[src/rtl/slfifo_tx_drain.sv]
// rtl/slfifo_tx_drain.sv - drains the staging FIFO onto an FX3-style slave-FIFO write bus
// Two-stage pop/write pipeline under flaga/flagb_n flow control, with idle-timeout short-packet commit.
module slfifo_tx_drain #(
    parameter int DATA_W       = 32,
    parameter int PKT_WORDS    = 256,
    parameter int IDLE_TIMEOUT = 64,
    parameter int CNT_W        = 16
) (
    input  logic              fifo_clk,
    input  logic              reset_,
    input  logic              enable,
    input  logic [DATA_W-1:0] fifo_dout,
    input  logic              fifo_empty,
    output logic              read_busy,
    input  logic              flaga,
    input  logic              flagb_n,
    output logic [DATA_W-1:0] fd,
    output logic              slwr_n,
    output logic              pktend_n,
    output logic              busy,
    output logic [31:0]       word_count,
    output logic [CNT_W-1:0]  pkt_count
);

    localparam int PW_W = $clog2(PKT_WORDS + 1);
    localparam int TM_W = $clog2(IDLE_TIMEOUT + 1);

    typedef enum logic [1:0] {
        S_IDLE   = 2'd0,
        S_STREAM = 2'd1,
        S_DRAIN  = 2'd2,
        S_PKTEND = 2'd3
    } state_t;

    state_t             r_state;
    state_t             w_next_state;
    logic               r_v;
    logic [DATA_W-1:0]  r_fd;
    logic               r_slwr_n;
    logic               r_pktend_n;
    logic [31:0]        r_word_count;
    logic [CNT_W-1:0]   r_pkt_count;
    logic [PW_W-1:0]    r_pkt_words;
    logic [TM_W-1:0]    r_idle_timer;

    logic               w_read;
    logic               w_partial;
    logic               w_pkt_wrap;
    logic               w_timer_run;
    logic               w_timer_expire;
    logic               w_enter_pktend;

    assign w_partial      = (r_pkt_words != '0);
    assign w_pkt_wrap     = (r_pkt_words == PW_W'(PKT_WORDS - 1));
    // A read in the would-be expiry cycle drops w_timer_run, so the read wins.
    assign w_timer_run    = (r_state == S_STREAM) && !w_read && !r_v && w_partial;
    assign w_timer_expire = w_timer_run && (r_idle_timer == TM_W'(IDLE_TIMEOUT - 1));
    assign w_enter_pktend = (w_next_state == S_PKTEND);

    always_ff @(posedge fifo_clk or negedge reset_) begin
        if (!reset_) begin
            r_state <= S_IDLE;
        end else begin
            r_state <= w_next_state;
        end
    end

    always_comb begin
        w_next_state = r_state;
        case (r_state)
            S_IDLE: begin
                if (enable) begin
                    w_next_state = S_STREAM;
                end
            end
            S_STREAM: begin
                if (!enable) begin
                    if (r_v) begin
                        w_next_state = S_DRAIN;
                    end else if (w_partial) begin
                        w_next_state = S_PKTEND;
                    end else begin
                        w_next_state = S_IDLE;
                    end
                end else if (w_timer_expire) begin
                    w_next_state = S_PKTEND;
                end
            end
            // The last in-flight word has just been counted, so r_pkt_words is final here.
            S_DRAIN: begin
                w_next_state = w_partial ? S_PKTEND : S_IDLE;
            end
            S_PKTEND: begin
                w_next_state = enable ? S_STREAM : S_IDLE;
            end
            default: begin
                w_next_state = S_IDLE;
            end
        endcase
    end

    always_comb begin
        w_read = 1'b0;
        busy   = 1'b0;
        if (r_state == S_STREAM) begin
            w_read = !fifo_empty && flaga && flagb_n && enable;
        end
        if (r_state != S_IDLE) begin
            busy = 1'b1;
        end
    end

    always_ff @(posedge fifo_clk or negedge reset_) begin
        if (!reset_) begin
            r_v          <= 1'b0;
            r_fd         <= '0;
            r_slwr_n     <= 1'b1;
            r_pktend_n   <= 1'b1;
            r_word_count <= '0;
            r_pkt_count  <= '0;
            r_pkt_words  <= '0;
            r_idle_timer <= '0;
        end else begin
            r_v        <= w_read;
            r_slwr_n   <= !r_v;
            r_pktend_n <= !w_enter_pktend;
            if (r_v) begin
                r_fd         <= fifo_dout;
                r_word_count <= r_word_count + 32'd1;
            end
            if (w_enter_pktend) begin
                r_pkt_words <= '0;
                r_pkt_count <= r_pkt_count + CNT_W'(1);
            end else if (r_v) begin
                if (w_pkt_wrap) begin
                    r_pkt_words <= '0;
                    r_pkt_count <= r_pkt_count + CNT_W'(1);
                end else begin
                    r_pkt_words <= r_pkt_words + PW_W'(1);
                end
            end
            if (w_timer_run && !w_timer_expire) begin
                r_idle_timer <= r_idle_timer + TM_W'(1);
            end else begin
                r_idle_timer <= '0;
            end
        end
    end

    assign read_busy  = w_read;
    assign fd         = r_fd;
    assign slwr_n     = r_slwr_n;
    assign pktend_n   = r_pktend_n;
    assign word_count = r_word_count;
    assign pkt_count  = r_pkt_count;

endmodule
[config.mk]
export PLATFORM = sky130hd
export DESIGN_NAME = slfifo_tx_drain
export DESIGN_NICKNAME = d
export VERILOG_FILES = /design/src/rtl/slfifo_tx_drain.sv
export SDC_FILE = /design/constraint.sdc
export NUM_CORES = 1
export LEC_CHECK = 0
export ABC_AREA = 1
export CORE_ASPECT_RATIO = 0.7
export CORE_MARGIN = 2
export CORE_UTILIZATION = 50
export CTS_CLUSTER_DIAMETER = 150
export DETAILED_ROUTE_END_ITERATION = 8
export GPL_ROUTABILITY_DRIVEN = 0
export PLACE_DENSITY = 0.85
export REMOVE_ABC_BUFFERS = 1
export SLEW_MARGIN = 20
export SYNTH_ARGS = -nofsm -noshare
export SYNTH_HDL_FRONTEND = slang
export SYNTH_SLANG_ARGS = --single-unit
export TNS_END_PERCENT = 100
[constraint.sdc]
create_clock -name fifo_clk -period 2.2 [get_ports fifo_clk]
set_clock_uncertainty 0.1 [all_clocks]
set_input_delay 0.44 -clock fifo_clk [delete_from_list [all_inputs] [get_ports fifo_clk]]
set_output_delay 0.44 -clock fifo_clk [all_outputs]
set_load 0.05 [all_outputs]
* After elaboration in Yosys (flattened, before gate mapping)
Cells that the tools add are included.
Storage, ports and cells: flip-flop bits (word level) 101, bits of input ports 38, output and inout port bits 84, word-level logic and storage cells 54
Cells by class: $add $sub $neg 4, eq/ne operators 6, muxes and demuxes 16, reduce and logical (&&, ||, !) cells 19
Operators by type and width (count):
- $mux 16 | 3
- $add 32x1->32 const B | 1
- $mux 9 | 3
- $add 16x1->16 const B | 1
- $mux 2 | 5
- $add 9x1->9 const B | 1
- $eq 9x8->1 const B | 1
- $reduce_bool 9->1 | 1
- $logic_and 1x1->1 | 8
- $pmux 2 s4 | 1
- $add 7x1->7 const B | 1
- $eq 7x6->1 const B | 1
- $mux 7 | 1
- $eq 2x2->1 const B | 3
- $reduce_bool 2->1 | 3
- $logic_not 1->1 | 5
- $mux 1 | 3
- $eq 2x1->1 const B | 1
- $logic_not 2->1 | 1
- $reduce_and 2->1 | 1

* Logic depth before layout (Yosys ltp)
depth after elaboration 16, mapped depth 16, gate-level depth less buffers 15

* Least setup slack after synthesis
No wires, ideal clock.
path kind register -> register, start reg r_word_count[0] (netlist: word_count[0]), end reg r_word_count[22] (netlist: word_count[22]), library setup time 0.120 ns, arrival 1.960 ns, required time 1.980 ns, path slack 0.020 ns, stages on the path, launching flop included 13, buffers on the path 0, period minus slack after synthesis 2.180 ns, path through dfrtp_1 -> ha_1 -> nand3_2 -> nor2_2 -> nand3_1 -> nor2_1 -> nand2_1 -> nor2_2 -> nand2_2 -> nor2_4 -> nand2_1 -> nand2_1 -> nand2_1
Between the ends: word-level cells in the longest chain between the ends 1
Ends and longest elaborated chain:
- start: declaration | RTL line 41 | logic [31:0] r_word_count;
- start signal: assignment | RTL line 129 | r_word_count <= r_word_count + 32'd1;
- $add 32x1->32 | RTL line 129
No other way between the ends. A chain may end at the register's enable or synchronous reset.

* Worst setup path after layout
start reg r_word_count[19] (netlist: word_count[19]), end out word_count[19]
RTL lines:
- end: declaration | RTL line 21 | output logic [31:0] word_count,
No word-level cell between the ends.

==> out/results.ini <==
[outcome]
run_status = finished clean

[synthesis]
ys_warn_count = 0
area_share_of_the_largest_cell_type_after_synthesis = 0.4900
synth_area_leaders = sky130_fd_sc_hd__dfrtp_1 (49%), sky130_fd_sc_hd__nand2_1 (15%), sky130_fd_sc_hd__xor2_1 (5.2%), sky130_fd_sc_hd__inv_1 (3.7%), sky130_fd_sc_hd__nand3_1 (3.4%)
synth_area_per_cell_sq_um = 8.541
yosys_register_bits = 101
proportion_of_synthesized_chip_area_in_sequential_cells = 0.5004
postSynthCellCount = 592
post_synth_num_cell_types = 37
mappedNetlistArea_sq_um = 5056
synthDominantAreaCellType = sky130_fd_sc_hd__dfrtp_1

[finish]
fin_nets = 767
share_of_final_layout_standard_cells_stronger_than_drive_strength_1 = 0.1056
number_of_filler_instances_in_the_final_layout = 722
area_growth_syn_to_layout_pct = 35.39
final_cell_mix = sky130_fd_sc_hd__nand2_1 (199), sky130_fd_sc_hd__dfrtp_1 (98), sky130_fd_sc_hd__clkdlybuf4s50_1 (95)
fin_area_sq_um = 6845
fin_cells = 857
antenna_diode_instance_count = 0
mostFrequentLayoutCell = sky130_fd_sc_hd__nand2_1

[critical_path]
critPathKind = reg2out
critical_path_peak_fanout = 4
critical_path_arrival_ps = 1640
reg2regPathDepth = 15
worst-path-stages = 1
crit_slowest_cell = sky130_fd_sc_hd__clkdlybuf4s50_1
worst-endpoint-required_ps = 1660
endpoint_kind = output pin
critical_path_buf_inv_count = 1
register_to_register_setup_slack_ps = 130
critical_path.top_delay_family = buffers and inverters
timing.rr.start = r_pkt_words[0]
worstSetupStartpoint = word_count[19]
crit-reg2reg-capture = r_pkt_words[4]
crit_chain = clkdlybuf4s50_1
cp-start-kind = flip-flop
critical-path-max-stage-delay_ps = 860

[pwr]
power.leakage_uw = 0.003504
irDropWorstVdd_uv = 918.1
clock_power_share = 0.209
design_power_total_uw = 7414
fraction_of_power_spent_switching_nets = 0.4270
pwr_density_cell_nw_per_um2 = 1083
cellInternalPower_uw = 4248
power.share.sequential = 0.344
p_sw_uw = 3165
p_comb_frac = 0.447

[route]
detail-route-antenna-nets = 0
wl_mm = 13.03
drtPass1Iterations = 5
via_count_normalized_by_instance_count = 5.154
post-route-drc-count = 0
routedWlPerCell_microns = 15.20
routed-via-count = 4417
dr.first_iter.drc_count = 335

[global_routing]
grt_pass1_vias = 4405
track_usage = 0.2489
grt_start_max_net_pins = 40
overflow = 0
grt_antenna_before_repair = 0
first_pass_grt_wire_length_mm = 21.18

[clock_tree]
ctsHtreeMaxLevel = 3
cts_inserted_buffers = 9
worst_skew_pair.late_latency_ps = 340
cts_tree = done
cts.clk_slew.worst_paths_ps = 60
clock_tree.buffer_depth = 2
cts.root.buffer_cell = sky130_fd_sc_hd__clkbuf_16
clock_sink_count = 101

[worst_hold_path]
hold_end = fd[18]
worst_hold_path_depth = 2
worst_hold_startpoint = fd[18]
min-delay-path-class = reg2reg

[placement]
io_buffers = 121
hpwlAfterDp_mm = 9.332
post-place-cells = 834
placed_cell_area_sq_um = 6446

[sta]
max_slew_margin = 0.5920
timing_hold_violations_final = 0
timing.final.crit_period_ps = 2182
fin_crit_sh = 0.9917
final_max_slew_viol_count = 0
worst_slew_pin_slew_ps = 605.6
final_number_of_setup_violating_endpoints = 0
rsz0062_at_grt = true
hold-worst-slack_ps = 369.8
max_clock_freq_mhz = 458.3

[floorplan]
floorplan.die.height_microns = 88.14
total_die_area_sq_um = 10950
die_width_microns = 124.2
start_util = 0.5181
placeableCoreArea_sq_um = 9759
fp-row-count = 30
ios = 122

[run]
drv_cap = 0

[cells in the mapped netlist, drive strengths merged]
cell and n:
a21oi 3, and3 1, buf 6, clkbuf 12
clkinv 1, dfrtp 99, dfstp 2, ha 5
inv 54, nand2 204, nand3 36, nand3b 4
nand4 15, nor2 47, nor3 20, nor3b 5
nor4 2, o211ai 16, o21ai 11, or2 1
xnor2 18, xor2 30
[cell families after synthesis]
logic type / share of synthesized area
compound gates: 0.04058
xor+xnor: 0.08315
fa+ha+maj: 0.01237
buf+inv: 0.05914
flops: 0.5004
simple gates: 0.3044
[power groups by stage]
stage               combinational (uW)  clock [uW]  sequential, uW
finish                            3310        1550            2550
floorplan                          783           0            3800
CTS                               3190        1580            2560
global placement                  3110           0            2570
detailed placement                3180           0            2570
global route                      3530        1650            2610
[worst max path at each step]
stage	slack [ps]	end
finish	20	word_count[19]
global route	-40	r_pkt_words[4]
CTS	0.5	word_count[24]
detailed placement	-60	r_pkt_words[4]
global placement	70	r_pkt_words[4]
floorplan	-590	word_count[25]
[state kept, by name, summed over array words and instances (netlist names)]
| register | cells |
|---|---|
| fd | 32 |
| word_count | 32 |
| pkt_count | 16 |
| r_pkt_words | 9 |
| r_idle_timer | 7 |
| r_state | 2 |
| pktend_n | 1 |
| r_v | 1 |
| slwr_n | 1 |
[through the flow]
| stage | setup TNS [ps] | setup slack (ps) | util |
|---|---|---|---|
| floorplan | -20080 | -593.7 | - |
| global placement | 0 | 71.91 | 0.6605 |
| detailed placement | -75.50 | -62.48 | 0.6605 |
| CTS | 0 | 0.4994 | 0.6903 |
| global route | -375.5 | -38.22 | 0.7014 |
| finish | 0 | 18.16 | 0.7014 |
[cell type report]
cell class	instances	area, sq um	share of cell area
Sequential cell	101	2531	0.3698
Multi-Input combinational cell	418	2241	0.3274
Timing Repair Buffer	139	1419	0.2073
Clock buffer	12	236.5	0.03455
Inverter	55	209.0	0.03052
Tap cell	128	160.2	0.02340
Clock inverter	4	48.80	0.007128
[layer usage]
layer	GRT usage	vias up	wire (microns)
met5	0	-	0
met2	0.3880	153	6087
met4	0.07150	0	179
met3	0.05469	16	820
met1	0.3527	2108	5940
li1	-	2140	-
[timing repair]
action                                  CTS  global route
hold buffers                              1             0
buffers inserted                          0             6
endpoints found under the setup margin    4            37
pin swaps                                 0             2
resized for setup                         4            18
endpoints found under the hold margin    30             0
Power figures use the tool's default switching activity.
